===== src/rtl/traffic_phase_ctrl.sv =====
`default_nettype none
// ============================================================================
//  Module   : traffic_phase_ctrl
//  Purpose  : Timing and phase controller for a crossroad traffic light.
//             Divides sys_clk down to a 1 s tick and steps a four-phase
//             cycle (EW green, EW yellow, SN green, SN yellow), producing
//             per-direction countdowns for the seven-segment driver and the
//             phase code for the LED driver.
//  Ports    :
//    sys_clk   in   1  system clock
//    sys_rst_n in   1  asynchronous active-low reset
//    pause     in   1  freezes the divider, the tick and all countdowns
//    state     out  2  0=EW green, 1=EW yellow, 2=SN green, 3=SN yellow
//    ew_time   out  6  seconds remaining for the E-W direction
//    sn_time   out  6  seconds remaining for the S-N direction
//    sec_tick  out  1  one-cycle pulse at each 1 s boundary
//  Revision : 1.0  initial release
// ============================================================================
module traffic_phase_ctrl #(
  parameter int CLK_FREQ    = 50_000_000,
  parameter int GREEN_TIME  = 27,
  parameter int YELLOW_TIME = 3
) (
  input  logic       sys_clk,
  input  logic       sys_rst_n,
  input  logic       pause,
  output logic [1:0] state,
  output logic [5:0] ew_time,
  output logic [5:0] sn_time,
  output logic       sec_tick
);

  localparam int CNT_W = (CLK_FREQ > 1) ? $clog2(CLK_FREQ) : 1;
  localparam logic [CNT_W-1:0] C_CNT_MAX = CNT_W'(CLK_FREQ - 1);
  localparam logic [5:0] C_GREEN  = 6'(GREEN_TIME);
  localparam logic [5:0] C_YELLOW = 6'(YELLOW_TIME);
  // Red on one side lasts as long as green+yellow on the other.
  localparam logic [5:0] C_RED    = 6'(GREEN_TIME + YELLOW_TIME);

  typedef enum logic [1:0] {
    PH_EW_GREEN  = 2'd0,
    PH_EW_YELLOW = 2'd1,
    PH_SN_GREEN  = 2'd2,
    PH_SN_YELLOW = 2'd3
  } phase_e;

  logic [CNT_W-1:0] cnt_q,   cnt_d;
  logic             tick_q,  tick_d;
  phase_e           phase_q, phase_d;
  logic [5:0]       ew_q,    ew_d;
  logic [5:0]       sn_q,    sn_d;
  logic [5:0]       act_w;

  // Countdown of the direction currently holding green/yellow.
  assign act_w = ((phase_q == PH_EW_GREEN) || (phase_q == PH_EW_YELLOW)) ? ew_q : sn_q;

  always_ff @(posedge sys_clk or negedge sys_rst_n) begin
    if (!sys_rst_n) begin
      cnt_q   <= '0;
      tick_q  <= 1'b0;
      phase_q <= PH_EW_GREEN;
      ew_q    <= C_GREEN;
      sn_q    <= C_RED;
    end else begin
      cnt_q   <= cnt_d;
      tick_q  <= tick_d;
      phase_q <= phase_d;
      ew_q    <= ew_d;
      sn_q    <= sn_d;
    end
  end

  always_comb begin
    cnt_d   = cnt_q;
    tick_d  = tick_q;
    phase_d = phase_q;
    ew_d    = ew_q;
    sn_d    = sn_q;

    // While paused every register holds, so resuming continues from the
    // held count without gaining or losing a tick.
    if (!pause) begin
      tick_d = (cnt_q == C_CNT_MAX);
      cnt_d  = (cnt_q == C_CNT_MAX) ? '0 : cnt_q + 1'b1;

      if (tick_q) begin
        if (act_w != 6'd1) begin
          ew_d = ew_q - 6'd1;
          sn_d = sn_q - 6'd1;
        end else begin
          unique case (phase_q)
            PH_EW_GREEN: begin
              phase_d = PH_EW_YELLOW;
              ew_d    = C_YELLOW;
              sn_d    = sn_q - 6'd1;
            end
            PH_EW_YELLOW: begin
              phase_d = PH_SN_GREEN;
              sn_d    = C_GREEN;
              ew_d    = C_RED;
            end
            PH_SN_GREEN: begin
              phase_d = PH_SN_YELLOW;
              sn_d    = C_YELLOW;
              ew_d    = ew_q - 6'd1;
            end
            PH_SN_YELLOW: begin
              phase_d = PH_EW_GREEN;
              ew_d    = C_GREEN;
              sn_d    = C_RED;
            end
            default: begin
              phase_d = PH_EW_GREEN;
            end
          endcase
        end
      end
    end
  end

  assign state    = phase_q;
  assign ew_time  = ew_q;
  assign sn_time  = sn_q;
  assign sec_tick = tick_q;

endmodule
`default_nettype wire


===== config.mk =====
export PLATFORM = sky130hd
export DESIGN_NAME = traffic_phase_ctrl
export DESIGN_NICKNAME = d
export VERILOG_FILES = /design/src/rtl/traffic_phase_ctrl.sv
export SDC_FILE = /design/constraint.sdc
export NUM_CORES = 1
export LEC_CHECK = 0
export BUFFER_PORTS_ARGS = -buffer_cell sky130_fd_sc_hd__buf_4
export CORE_UTILIZATION = 60
export CTS_CLUSTER_DIAMETER = 40
export CTS_CLUSTER_SIZE = 12
export DETAILED_ROUTE_END_ITERATION = 10
export GPL_TIMING_DRIVEN = 0
export PLACE_DENSITY = 0.9
export SLEW_MARGIN = 20
export SYNTH_ARGS = -nofsm -noshare
export SYNTH_HDL_FRONTEND = slang
export SYNTH_SLANG_ARGS = --single-unit

===== constraint.sdc =====
create_clock -name sys_clk -period 3.4 [get_ports sys_clk]
set_input_delay 0.17 -clock sys_clk [delete_from_list [all_inputs] [get_ports sys_clk]]
set_output_delay 0.17 -clock sys_clk [all_outputs]
set_load 0.005 [all_outputs]

Yosys cells after proc, flatten, opt, wreduce, memory -nomap -nowiden
Cells that the tools add are included. W data, S select, Z words.

Add/subtract/negate cells: 3. Multipliers: 0. Div/mod/pow operators: 0. $lt $le $gt $ge: 0. Eq/ne operators: 5. Shifts and indexed selects: 0. Multiplexer cells: 7. Bitwise operators: 2. Reductions and logical operators: 4.

Operators by type and width (count): $pmux W6 S4 (2); $add A26 B1 Y26 const B (1); $eq A26 B26 Y1 const B (1); $mux W26 (1); $mux W6 (3); $sub A6 B1 Y6 const B (2); $pmux W2 S4 (1); $ne A6 B1 Y1 const B (1); $eq A2 B2 Y1 const B (2); $reduce_and A3 Y1 (1); $eq A2 B1 Y1 const B (1); $logic_not A2 Y1 (1); $not A1 Y1 (2); $reduce_and A2 Y1 (1); $logic_or A1 B1 Y1 (1).

Register bits: 41. Bits in latches: 0. Bits in writable memories: 0. Memory bits (read-only): 0. Bits of input ports: 3. Output and inout port bits: 15. Word-level logic and storage cells: 26. Memories: 0.

Longest topological paths before layout
Depth after elaboration: 6. Gate-level depth with buffers: 9. Gate-level depth less buffers: 7.

Least setup slack after synthesis
OpenSTA, ideal clock, no wires.

Path kind: register to register. From: register phase_q[1], in the netlist state[1]. To: register sn_q[4], in the netlist sn_time[4]. Library setup time: 60 ps. Arrival time: 2193 ps. Required time: 3340 ps. Path slack: 1147 ps. Stages on the path, launching flop included: 10. Path buffers: 2. Period minus slack after synthesis: 2253 ps. Cell sequence: dfrtp_1 inv_1 ha_1 buf_1 nor2_1 or4_4 buf_6 a21o_1 a41oi_1 o22a_1.

Word-level cells in the longest chain between the ends: 5. Elaborated cells between the ends (all ways): 9. Those cells by class: eq/ne: 4; mux: 3; reduce/logical: 2.

RTL lines: start, declared (line 49) `phase_e phase_q, phase_d;`; start signal, assigned (line 67) `phase_q <= phase_d;`; $eq A2 B1 Y1 / $logic_not A2 Y1 (equally long branches) (line 55, 91); $logic_or A1 B1 Y1 (line 55) `assign act_w = ((phase_q == PH_EW_GREEN) || (phase_q == PH_EW_YELLOW)) ? ew_q : sn_q;`; $mux W6 (line 55); $ne A6 B1 Y1 (line 87) `if (act_w != 6'd1) begin`; $mux W6 * (line 87); end signal, assigned (line 69) `sn_q <= sn_d;`; end, declared (line 51) `logic [5:0] sn_q, sn_d;`.

Every way passes the cells marked *; elsewhere a longest branch is shown, timed or not. A chain may end at the register's enable or synchronous reset.

Final worst setup path
Same ends and word-level chain as after synthesis.

==> flow_summary.yaml <==
sta:
  setup_viol: 0
  tightest_slew_ns: 0.618
  fmax_mhz: 401
  fin_crit_ns: 2.49
  hold_viol_final: 0
  clock_skew_ns: 0.00468
  min_period_over_period: 0.733
  slew_violations: 0
  rsz0062_at_grt: "false"
  relSlewSlack: 0.585
  setup_tns_ns: 0
global_route:
  grt_pass1_vias: 1772
  grt_overflow_total: 0
  grt_pass1_wl_um: 7870
  track_usage: 0.256
  grt_max_degree: 42
  antenna_found_initial: 0
synth:
  synth.top_cell.area_share: 0.364
  synth.largest_area_cell: "dfrtp_1"
  postSynth.asyncResetShare: 1.00
  yosysWarnings: 0
  syn_nets: 251
  synth_area_sq_mm: 0.00227
  syn-mean-instance-area_sq_um: 9.42
  yosys-top-cells-area: "dfrtp_1 (36%), dfstp_2 (9.3%), nor2_1 (4.5%)"
  synth_seq_cells: 41
  synth_edf_count: 0
  seq_area_frac_synth: 0.456
  synth_cells: 241
  synth-main-ff-cell: "dfrtp_1"
  synth_cell_types: 44
cts:
  cts_tree: "done"
  cts_buffer_depth: 2
  clock_sinks: 41
  post_cts_buffers: 0
  clk_pin_slew_ns: 0.08
  postCtsHoldBufs: 1
  post_cts_resized: 0
  root_buffer: "clkbuf_8"
  h-tree-depth: 2
  numCtsBuffers: 5
  clock_latency_ns: 0.29
worst_setup_path:
  critPathBufInv: 3
  required_ns: 3.64
  crit_path_cell_trace: "inv_1 -> ha_1 -> buf_1 -> nor2_1 -> or4_4 -> buf_6 -> a21o_1 -> a41oi_1 -> o22a_1"
  crit_family: "buffers and inverters"
  cp_slowest_cell: "dfrtp_1"
  crit_path_start_kind: "flip-flop"
  crit_type: "reg -> reg"
  path_max_fanout: 10
  cpPeakStageDelay_ns: 0.48
  crit_arrival_ns: 2.73
  critPathCaptureType: "flip-flop"
pwr:
  clockPowerShare: 0.359
  seqPwrFrac: 0.570
  p_comb_frac: 0.070
  intPower_mw: 0.732
  power_density_mw_per_mm2: 377
  p_sw_mw: 0.235
  p_leak_nw: 1.11
  peakVddDrop_mv: 0.319
  p_sw_frac: 0.243
route:
  drtIter0Drc: 105
  wl_per_cell_um: 14.9
  vias_per_cell: 5.96
  routed_wl_um: 4660
  remaining_drc_errors: 0
  ant_nets: 0
  vias: 1865
  drt_pass1_iterations: 4
floorplanning:
  start_util: 0.654
  die_w_um: 63.5
  die_area_sq_mm: 0.00403
  die_h_um: 63.5
  row_count: 21
  coreArea_sq_mm: 0.00347
  io-pin-count: 18
placement:
  port_buffers: 17
  place_area_sq_mm: 0.00245
  place_hpwl_um: 3330
  place_congestion: 0.876
cells_and_area:
  final_cell_area_sq_mm: 0.00257
  layout-drive-gt1-share: 0.154
  final_common_cell: "dfrtp_1"
  num_antenna_cells: 0
  synthToLayoutAreaGrowth_pct: 13.1
  nets: 276
  final_cell_mix: "dfrtp_1 (33), nor2_1 (27), nand2_1 (23)"
run_status:
  status: "complete, no violations"
min_path:
  hp-class: "in -> reg"
job:
  cap_violations: 0
## cell families (layout without fill, tap and decap cells)
logic type,after synthesis,after routing,share of synthesized area
and+or+nand+nor,104,104,0.228
AOI/OAI and AO/OA,46,46,0.146
DFF,41,41,0.456
xor gates and xnor gates,22,22,0.0849
buffers and inverters,18,44,0.0331
adders and majority gates,7,7,0.0386
muxes,3,3,0.0138
## power groups by stage
stage	Clock, mW	Combinational, mW	Sequential (mW)
2_1_floorplan	0	0.0477	0.554
3_3_place_gp	0	0.0653	0.558
3_5_place_dp	0	0.0688	0.559
4_1_cts	0.361	0.0699	0.551
5_1_grt	0.376	0.0786	0.558
6_report	0.348	0.0681	0.551
## Yosys cell counts, types with 4 or more instances
master    number
dfrtp_1       33
nor2_1        27
nand2_1       23
nand3_1       15
inv_1         11
nor3_1        11
xnor2_1       11
xor2_1        11
o21ai_0       10
dfstp_2        8
nand4_1        8
ha_1           7
nor4_1         6
clkbuf_1       5
nand2b_1       5
o211ai_1       5
a31oi_1        4
## layer usage
metal  track usage  routed length, um
met1         0.295               2020
met2         0.448               2380
met3        0.0543                186
met4         0.119                 63
met5             0                  0
## registers in the layout, summed over array words and instances, names as in the netlist
register  cells
sn_time       6
sec_tick      1
ew_time       6
state         2
cnt_q        26
## layout make-up
| cell class | instances | area, sq um |
|---|---|---|
| clock inverter | 1 | 5.00 |
| multi-input combinational | 182 | 1160 |
| timing repair buffer | 18 | 138 |
| fill | 267 | 902 |
| clock buffer | 7 | 96.3 |
| tap | 46 | 57.6 |
| sequential | 41 | 1040 |
| buffer | 7 | 33.8 |
| inverter | 11 | 41.3 |
## per-stage QoR
stage / hold WS (ns) / instances / power (mW) / util / setup WS, ns
3_5_place_dp: 0.176 / 304 / 0.628 / 0.708 / 0.917
5_1_grt: 0.336 / 313 / 1.01 / 0.740 / 0.671
3_3_place_gp: 0.173 / 304 / 0.623 / 0.708 / 0.971
4_1_cts: 0.308 / 313 / 0.982 / 0.740 / 0.898
2_1_floorplan: -0.126 / 241 / 0.601 / - / 1.15
6_report: 0.319 / 313 / 0.967 / 0.740 / 0.908
## worst reg2reg max path, stage by stage (launching register included)
cell,delay (ns)
dfrtp_1,0.48
inv_1,0.11
ha_1,0.14
buf_1,0.39
nor2_1,0.12
or4_4,0.43
buf_6,0.15
a21o_1,0.22
a41oi_1,0.23
o22a_1,0.17
## final timing paths
check	from	end	slack, ns	depth (start not counted)
setup / recovery	state[1]$_DFFE_PN0P_	sn_time[4]$_DFFE_PN1P_	0.91	9
hold / removal	pause	cnt_q[22]$_DFFE_PN0N_	0.32	4
setup reg to reg	state[1]$_DFFE_PN0P_	sn_time[4]$_DFFE_PN1P_	0.91	9
hold reg to reg	sn_time[2]$_DFFE_PN1P_	sn_time[2]$_DFFE_PN1P_	0.50	2
max in group asynchronous	sys_rst_n	sn_time[1]$_DFFE_PN1P_	2.65	2
min in group asynchronous	sys_rst_n	ew_time[2]$_DFFE_PN0P_	0.38	2
(Power assumes the default switching activity.)
